$ cat src/rtl/gate_encoder.sv
// -----------------------------------------------------------------------------
// gate_encoder
//
// Transmit side of the gate-definition byte stream. Latches one gate
// descriptor (type, input wire ids, garbled-table ciphertexts, output gate id)
// and serializes it into the CMD_GATES byte format that spi_decoder reads back.
// The output is a byte-wide valid/ready stream with first/last framing.
//
// Frame layout (multi-byte fields little-endian, id pad bits zero):
//   HDR  1 B  {6'b0, type}
//   ID1  2 B  first input wire id
//   ID2  2 B  second input wire id          (AND / XOR only)
//   CTXT 48 B ciphertext rows 1,2,3         (AND only; row 0 is implicit zero)
//   GID  2 B  output wire id
//   Frame lengths: BUF 5, XOR 7, AND 55 bytes.
//
// Ports
//   clk         clock
//   rst         synchronous, active-high reset
//   in_valid    descriptor valid
//   in_ready    encoder idle, descriptor accepted on in_valid & in_ready
//   in_type     0=AND 1=XOR 2=BUF 3=invalid
//   in_id_1     first input wire id
//   in_id_2     second input wire id (ignored for BUF)
//   in_ctxt     ciphertext rows 1..N_CTXT, row k at [(k-1)*CTXT_W +: CTXT_W]
//   in_gate_id  output wire id
//   out_data    stream byte
//   out_valid   out_data valid
//   out_ready   sink accepts the current byte
//   out_first   current byte is the frame header
//   out_last    current byte is the final gate-id byte
//   busy        frame in progress
//   err         one-cycle pulse after an invalid-type descriptor is accepted
// -----------------------------------------------------------------------------
module gate_encoder #(
    parameter int ID_W   = 13,
    parameter int CTXT_W = 128,
    parameter int N_CTXT = 3
) (
    input  logic                     clk,
    input  logic                     rst,
    input  logic                     in_valid,
    output logic                     in_ready,
    input  logic [1:0]               in_type,
    input  logic [ID_W-1:0]          in_id_1,
    input  logic [ID_W-1:0]          in_id_2,
    input  logic [N_CTXT*CTXT_W-1:0] in_ctxt,
    input  logic [ID_W-1:0]          in_gate_id,
    output logic [7:0]               out_data,
    output logic                     out_valid,
    input  logic                     out_ready,
    output logic                     out_first,
    output logic                     out_last,
    output logic                     busy,
    output logic                     err
);

    // -------------------------------------------------------------------------
    // Derived sizes
    // -------------------------------------------------------------------------
    localparam int ID_BYTES   = (ID_W + 7) / 8;
    localparam int ID_PW      = ID_BYTES * 8;
    localparam int CTXT_BYTES = CTXT_W / 8;
    localparam int CTXT_TOTAL = N_CTXT * CTXT_BYTES;

    localparam logic [5:0] ID_LAST   = 6'(ID_BYTES - 1);
    localparam logic [5:0] CTXT_LAST = 6'(CTXT_TOTAL - 1);

    localparam logic [1:0] TYPE_AND = 2'd0;
    localparam logic [1:0] TYPE_XOR = 2'd1;
    localparam logic [1:0] TYPE_BUF = 2'd2;
    localparam logic [1:0] TYPE_INV = 2'd3;

    typedef enum logic [2:0] {
        ST_IDLE,
        ST_HDR,
        ST_ID1,
        ST_ID2,
        ST_CTXT,
        ST_GID
    } state_t;

    // -------------------------------------------------------------------------
    // State
    // -------------------------------------------------------------------------
    state_t                   state_q, state_d;
    logic [5:0]               cnt_q, cnt_d;

    logic [1:0]               type_q, type_d;
    logic [ID_W-1:0]          id1_q, id1_d;
    logic [ID_W-1:0]          id2_q, id2_d;
    logic [N_CTXT*CTXT_W-1:0] ctxt_q, ctxt_d;
    logic [ID_W-1:0]          gid_q, gid_d;

    logic [7:0]               out_data_q, out_data_d;
    logic                     out_valid_q, out_valid_d;
    logic                     out_first_q, out_first_d;
    logic                     out_last_q, out_last_d;
    logic                     err_q, err_d;

    // -------------------------------------------------------------------------
    // Handshakes
    // -------------------------------------------------------------------------
    logic accept;
    logic advance;

    assign accept  = in_valid && (state_q == ST_IDLE);
    assign advance = out_valid_q && out_ready;

    // Ids zero-extended to whole bytes so pad bits go out as zero.
    logic [ID_PW-1:0] id1_pad;
    logic [ID_PW-1:0] id2_pad;
    logic [ID_PW-1:0] gid_pad;

    assign id1_pad = ID_PW'(id1_q);
    assign id2_pad = ID_PW'(id2_q);
    assign gid_pad = ID_PW'(gid_q);

    // -------------------------------------------------------------------------
    // Next frame position: where (field, byte index) the stream moves to when
    // the byte currently presented is taken by the sink.
    // -------------------------------------------------------------------------
    state_t     nxt_state;
    logic [5:0] nxt_cnt;

    // NOTE: every signal driven by an always_comb gets a default at the top of
    // the block; any path that would otherwise leave it unassigned would infer
    // a latch.
    always_comb begin
        nxt_state = state_q;
        nxt_cnt   = cnt_q + 6'd1;

        case (state_q)
            ST_HDR: begin
                nxt_state = ST_ID1;
                nxt_cnt   = 6'd0;
            end
            ST_ID1: begin
                if (cnt_q == ID_LAST) begin
                    nxt_cnt   = 6'd0;
                    // BUF has a single input, so ID2 is skipped entirely.
                    nxt_state = (type_q == TYPE_BUF) ? ST_GID : ST_ID2;
                end
            end
            ST_ID2: begin
                if (cnt_q == ID_LAST) begin
                    nxt_cnt   = 6'd0;
                    // Only AND carries a garbled table; XOR is free.
                    nxt_state = (type_q == TYPE_AND) ? ST_CTXT : ST_GID;
                end
            end
            ST_CTXT: begin
                if (cnt_q == CTXT_LAST) begin
                    nxt_cnt   = 6'd0;
                    nxt_state = ST_GID;
                end
            end
            ST_GID: begin
                if (cnt_q == ID_LAST) begin
                    nxt_cnt   = 6'd0;
                    nxt_state = ST_IDLE;
                end
            end
            default: begin
                nxt_state = ST_IDLE;
                nxt_cnt   = 6'd0;
            end
        endcase
    end

    // -------------------------------------------------------------------------
    // Byte at the next frame position.
    // Rows are packed contiguously with row 1 lowest, so the flat ciphertext
    // byte counter (row = cnt/16, byte = cnt%16) indexes the vector directly.
    // -------------------------------------------------------------------------
    logic [7:0] nxt_byte;

    always_comb begin
        nxt_byte = 8'h00;
        case (nxt_state)
            ST_ID1:  nxt_byte = id1_pad[int'(nxt_cnt) * 8 +: 8];
            ST_ID2:  nxt_byte = id2_pad[int'(nxt_cnt) * 8 +: 8];
            ST_CTXT: nxt_byte = ctxt_q[int'(nxt_cnt) * 8 +: 8];
            ST_GID:  nxt_byte = gid_pad[int'(nxt_cnt) * 8 +: 8];
            default: nxt_byte = 8'h00;
        endcase
    end

    // -------------------------------------------------------------------------
    // Next-state / output register logic
    // -------------------------------------------------------------------------
    always_comb begin
        state_d     = state_q;
        cnt_d       = cnt_q;
        type_d      = type_q;
        id1_d       = id1_q;
        id2_d       = id2_q;
        ctxt_d      = ctxt_q;
        gid_d       = gid_q;
        out_data_d  = out_data_q;
        out_valid_d = out_valid_q;
        out_first_d = out_first_q;
        out_last_d  = out_last_q;
        err_d       = 1'b0;

        // Descriptor is captured on every accept so the inputs are free to
        // change afterwards.
        if (accept) begin
            type_d = in_type;
            id1_d  = in_id_1;
            id2_d  = in_id_2;
            ctxt_d = in_ctxt;
            gid_d  = in_gate_id;
        end

        if (state_q == ST_IDLE) begin
            if (accept) begin
                if (in_type == TYPE_INV) begin
                    // Swallowed: flag it and stay idle without emitting bytes.
                    err_d = 1'b1;
                end else begin
                    state_d     = ST_HDR;
                    cnt_d       = 6'd0;
                    out_data_d  = {6'b0, in_type};
                    out_valid_d = 1'b1;
                    out_first_d = 1'b1;
                    out_last_d  = 1'b0;
                end
            end
        end else if (advance) begin
            state_d     = nxt_state;
            cnt_d       = nxt_cnt;
            out_first_d = 1'b0;
            if (nxt_state == ST_IDLE) begin
                // Frame done; the idle cycle that follows is the inter-frame
                // bubble.
                out_valid_d = 1'b0;
                out_data_d  = 8'h00;
                out_last_d  = 1'b0;
            end else begin
                out_valid_d = 1'b1;
                out_data_d  = nxt_byte;
                out_last_d  = (nxt_state == ST_GID) && (nxt_cnt == ID_LAST);
            end
        end
    end

    // -------------------------------------------------------------------------
    // Registers
    // -------------------------------------------------------------------------
    // NOTE: sequential state uses non-blocking assignments so every flop
    // samples the pre-edge value of every other flop, whatever the order of
    // statements.
    always_ff @(posedge clk) begin
        if (rst) begin
            state_q     <= ST_IDLE;
            cnt_q       <= 6'd0;
            out_data_q  <= 8'h00;
            out_valid_q <= 1'b0;
            out_first_q <= 1'b0;
            out_last_q  <= 1'b0;
            err_q       <= 1'b0;
        end else begin
            state_q     <= state_d;
            cnt_q       <= cnt_d;
            out_data_q  <= out_data_d;
            out_valid_q <= out_valid_d;
            out_first_q <= out_first_d;
            out_last_q  <= out_last_d;
            err_q       <= err_d;
        end
    end

    // NOTE: the descriptor holding registers are deliberately left without
    // reset: they are always written on accept before being read, and keeping
    // the wide ciphertext store off the reset tree lets it map to plain flops.
    always_ff @(posedge clk) begin
        type_q <= type_d;
        id1_q  <= id1_d;
        id2_q  <= id2_d;
        ctxt_q <= ctxt_d;
        gid_q  <= gid_d;
    end

    // -------------------------------------------------------------------------
    // Outputs
    // -------------------------------------------------------------------------
    assign in_ready  = (state_q == ST_IDLE);
    assign busy      = (state_q != ST_IDLE);
    assign out_data  = out_data_q;
    assign out_valid = out_valid_q;
    assign out_first = out_first_q;
    assign out_last  = out_last_q;
    assign err       = err_q;

endmodule
$ cat config.mk
export PLATFORM = sky130hd
export DESIGN_NAME = gate_encoder
export DESIGN_NICKNAME = d
export VERILOG_FILES = /design/src/rtl/gate_encoder.sv
export SDC_FILE = /design/constraint.sdc
export NUM_CORES = 1
export LEC_CHECK = 0
export CORE_UTILIZATION = 45
export DETAILED_ROUTE_END_ITERATION = 16
export PLACE_DENSITY = 0.73
export SYNTH_ARGS = -nofsm -noshare
export SYNTH_HDL_FRONTEND = slang
export SYNTH_SLANG_ARGS = --single-unit
$ cat constraint.sdc
create_clock -name clk -period 10.9 [get_ports clk]
set_clock_uncertainty 0.05 [all_clocks]
set_input_delay 1.09 -clock clk [delete_from_list [all_inputs] [get_ports clk]]
set_output_delay 1.09 -clock clk [all_outputs]
set_load 0.005 [all_outputs]
-- Word level (Yosys, flattened, before mapping)
Cells that the tools add are included.
W data, S select, Z words.
- bits in registers: 446
- bits in latches: 0
- RAM bits: 0
- bits in read-only memories: 0
- input bits: 429
- output and inout bits: 14
- memories kept: 0
- add/sub/neg operators: 1
- multiply operators: 0
- divide/modulo/power cells: 0
- magnitude comparators: 0
- equal/unequal tests: 16
- shifts and indexed selects: 4
- multiplexer cells: 37
- bitwise operators: 2
- reduce and logical (&&, ||, !) cells: 11
- operator list (cell ; count):
    $shiftx A384 B10 Y8 ; 1
    $shiftx A16 B10 Y8 ; 3
    $mux W8 ; 5
    $mux W6 ; 6
    $pmux W8 S4 ; 1
    $mux W3 ; 9
    $pmux W3 S5 ; 1
    $mux W1 ; 14
    $eq A3 B2 Y1 const B ; 4
    $eq A3 B3 Y1 const B ; 4
    $eq A6 B1 Y1 const B ; 2
    $pmux W6 S2 ; 1
    $add A6 B1 Y6 const B ; 1
    $eq A6 B6 Y1 const B ; 1
    $logic_not A3 Y1 ; 2
    $reduce_or A3 Y1 ; 2
    $eq A2 B2 Y1 const B ; 2
    $eq A3 B1 Y1 const B ; 1
    $logic_and A1 B1 Y1 ; 3
    $reduce_and A3 Y1 ; 1
    $reduce_bool A3 Y1 ; 1
    $logic_not A2 Y1 ; 1
    $ne A2 B1 Y1 const B ; 1
    $ne A2 B2 Y1 const B ; 1
    other kinds (2) ; 3

-- Depth between registers and ports, before layout
- depth after elaboration: 9
- depth in mapped cells: 15
- depth with buffers taken out: 10

-- Worst setup path after synthesis
No wires, ideal clock.
- kind: reg2reg
- start point: register state_q[0]
- end point: register out_data_q[1], in the netlist out_data[1]
- data arrival time: 10.943 ns
- required time: 10.723 ns
- path slack: -0.220 ns
- cell stages (with the launch flop): 10
- buffers on the path: 1
- cells stage by stage: dfxtp_1 clkbuf_1 or3_1 inv_1 nand2_1 inv_1 a21oi_1 a221oi_1 o31a_1 a211oi_2
- RTL lines (what ; line ; text):
    from (decl) ; 86 ; state_t state_q, state_d;
    from (signal assigned) ; 264 ; state_q <= state_d;
    $logic_not A3 Y1 ; n/a ;
    named net in_ready ; 43 ; output logic in_ready,
    $logic_and A1 B1 Y1 ; 107 ; assign accept = in_valid && (state_q == ST_IDLE);
    named net accept ; 104 ; logic accept;
    $ne A2 B1 Y1 (no line) ; n/a ;
    $reduce_and A3 Y1 (no line) ; n/a ;
    to (signal assigned) ; 266 ; out_data_q <= out_data_d;
    to (decl) ; 95 ; logic [7:0] out_data_q, out_data_d;
The timed path passes the listed nets, and every way through them passes these cells. The select of a mux whose other input is x is not followed.
A chain may end at the register's enable or synchronous reset.

-- Worst setup path after layout
- start point: register state_q[0]
- end point: register ctxt_q[117], enable pin
- cells in the longest elaborated chain, start to end: 2
- RTL lines (what ; line ; text):
    $logic_not A3 Y1 ; 107 ;
    $logic_and A1 B1 Y1 ; 107 ;
    named net accept ; 104 ;
    to (signal assigned) ; 281 ; ctxt_q <= ctxt_d;
    to (decl) ; 92 ; logic [N_CTXT*CTXT_W-1:0] ctxt_q, ctxt_d;
The timed path passes the listed nets, and every way through them passes these cells.

==> results.json <==
{
  "clock_latency_ns": 0.59,
  "yosysSeqAreaShare": 0.730,
  "cts_tree": "built",
  "layout_min_cycle_time_ns": 4.55,
  "yosys_warnings": 0,
  "start_kind": "flop",
  "rsz0062_at_grt": "false",
  "power.leakage_nw": 8.16,
  "ys_ff_latch": 446,
  "worstPathMaxFanout": 91,
  "grt_usage": 0.277,
  "synth_top_area_cell": "edfxtp_1",
  "syn_avg_cell_area_sq_um": 15.8,
  "tightest_slew_ns": 1.15,
  "status": "completed",
  "post-route-util": 0.629,
  "h-tree-depth": 2,
  "grt_overflow": 0,
  "cts_made_buffers": 47,
  "timing.critical_path.to_type": "flop",
  "rr_endpoint": "ctxt_q[117]$_DFFE_PP_",
  "synth_top_area_frac": 0.707,
  "arrival_ns": 4.71,
  "via_per_inst": 5.83,
  "max_freq_ghz": 0.220,
  "endpoint": "ctxt_q[117]$_DFFE_PP_",
  "dieArea_sq_um": 40900,
  "netlist_area_sq_um": 18000,
  "rows": 72,
  "async_flop_share": 0,
  "tns_ns": 0,
  "max_slew_margin": 0.236,
  "grt_pass1_wl_um": 81800,
  "grt_pass1_vias": 12700,
  "wirelength_um": 57500,
  "rr_worst_depth": 6,
  "clkSinkCount": 446,
  "cts_hold_buf": 0,
  "hp-start": "out_first$_SDFFE_PP0P_",
  "ioPinCount": 443,
  "synthCells": 1139,
  "ys_types": 84,
  "postCtsSetupRepairBufs": 0,
  "drc": 0,
  "synth_ff_type": "edfxtp_1",
  "drv_slew": 0,
  "reg2reg_slack_ns": 6.35,
  "die_h_um": 202,
  "report.final.setup_viol": 0,
  "pwr_density_cell_nw_per_um2": 159,
  "postSynthNetCount": 1571,
  "p_total_w": 0.00392,
  "synth_edf_count": 425,
  "period_share": 0.417,
  "r2r-start": "state_q[0]$_SDFFE_PP0P_",
  "path_class": "reg2reg",
  "synth.area.top_cells": "edfxtp_1 (71%), mux2i_1 (2.6%), mux4_2 (2.4%)",
  "antenna_left": 0,
  "grt_max_degree": 94,
  "wire_per_inst_um": 26.7,
  "gp_congestion": 0.903,
  "cap_violations": 0,
  "hold_path_class": "reg2reg",
  "core-area_sq_um": 39100,
  "dr.pass1.iters": 8,
  "clk_path_buf_depth": 3,
  "antenna_found_initial": 8,
  "root_buffer": "clkbuf_16",
  "vias": 12500,
  "start_util": 0.462,
  "whs_ns": 0.413,
  "synth_commonest_cells": "edfxtp_1 (425), nand2_1 (93), mux2i_1 (47)",
  "drive_gt1_frac": 0.0989,
  "synth.most_common_cell": "edfxtp_1",
  "cts_resized": 0,
  "nets": 2022,
  "die_w_um": 202,
  "drt-initial-drc-count": 1302,
  "hold_violations": 0,
  "syn_to_final_growth_pct": 36.2,
  "io_buffers": 442,
  "path_clk_slew_ns": 0.06,
  "worstPathRequired_ns": 11.06,
  "ir_worst_vdd_mv": 0.127,
  "dp_hpwl_um": 40600,
  "startpoint": "state_q[0]$_SDFFE_PP0P_"
}
==> metal layers <==
metal / global-route usage / up-vias / share of wire
met3: 0.0624 / 98 / 0.085
met5: 0 / - / 0.00052
met1: 0.351 / 6204 / 0.38
met4: 0.0948 / 4 / 0.026
li1: - / 5548 / -
met2: 0.470 / 687 / 0.50
==> layout make-up <==
class	instances	area, sq um
fill	2898	14500
sequential	446	13200
timing repair buffer	469	4630
multi-input combinational	611	4570
clock buffer	54	1200
tap	518	648
clock inverter	33	269
inverter	15	60.1
antenna	6	15.0
==> worst max-delay path: stages (launching register included) <==
cell and delay (ns):
dfxtp_1 0.44, or3_1 0.47, inv_1 0.26, nand2_1 0.18
clkinvlp_4 0.76, buf_4 0.86, buf_4 1.00
==> cells by family after synthesis <==
kind of cell    synth area share
fa+ha+maj                0.00208
compound gates             0.124
simple gates              0.0620
buf+inv                   0.0207
flops                      0.730
xor+xnor                 0.00146
mux                       0.0591
==> worst min path at each step <==
stage / end / cells after the start
CTS: out_first$_SDFFE_PP0P_ / 2
detailed placement: out_first$_SDFFE_PP0P_ / 2
floorplan: out_first$_SDFFE_PP0P_ / 2
finish: out_first$_SDFFE_PP0P_ / 2
global placement: out_first$_SDFFE_PP0P_ / 2
global route: out_first$_SDFFE_PP0P_ / 2
==> placed cells by master (no fill, tap or decap), types with 6 or more instances in the layout <==
cell type,synthesis,final
clkdlybuf4s50_1,0,442
edfxtp_1,425,425
nand2_1,93,93
mux2i_1,47,47
clkbuf_16,0,47
nor2_1,45,44
a21oi_1,41,40
buf_4,2,27
o221ai_1,24,24
a31oi_1,23,22
o21ai_0,22,21
a211oi_1,21,21
dfxtp_1,21,20
nand2b_1,19,19
o311ai_0,19,19
mux4_2,19,19
o22ai_1,19,19
o211ai_1,18,18
a221oi_1,16,16
nand3_1,15,15
nor3_1,15,15
mux2_2,15,15
clkinv_1,0,15
inv_1,15,14
a22oi_1,10,10
nor2b_1,8,8
o2bb2ai_1,7,7
clkbuf_1,33,7
clkinv_2,0,7
diode_2,0,6
a221o_1,6,6
==> through the flow <==
stage / setup slack [ns] / instances / instance area [sq um]
3_3_place_gp: 6.15 / 2059 / 23100
2_1_floorplan: 2.59 / 1139 / 18100
3_5_place_dp: 6.01 / 2059 / 23100
4_1_cts: 6.42 / 2146 / 24600
5_1_grt: 6.14 / 2150 / 24600
6_report: 6.35 / 2152 / 24600
==> registers in the layout, indices dropped and copies added, names as in the netlist <==
register	cells
ctxt_q	384
gid_q	13
id1_q	13
id2_q	13
out_data	8
cnt_q	6
state_q	3
type_q	2
err	1
out_first	1
out_last	1
out_valid	1
==> power by group <==
group	total [W]	switching, W	internal, W
logic	0.000312	0.000139	0.000174
clock network	0.00154	0.000676	0.000868
registers	0.00206	0.0000353	0.00203
(Power assumes the default switching activity.)
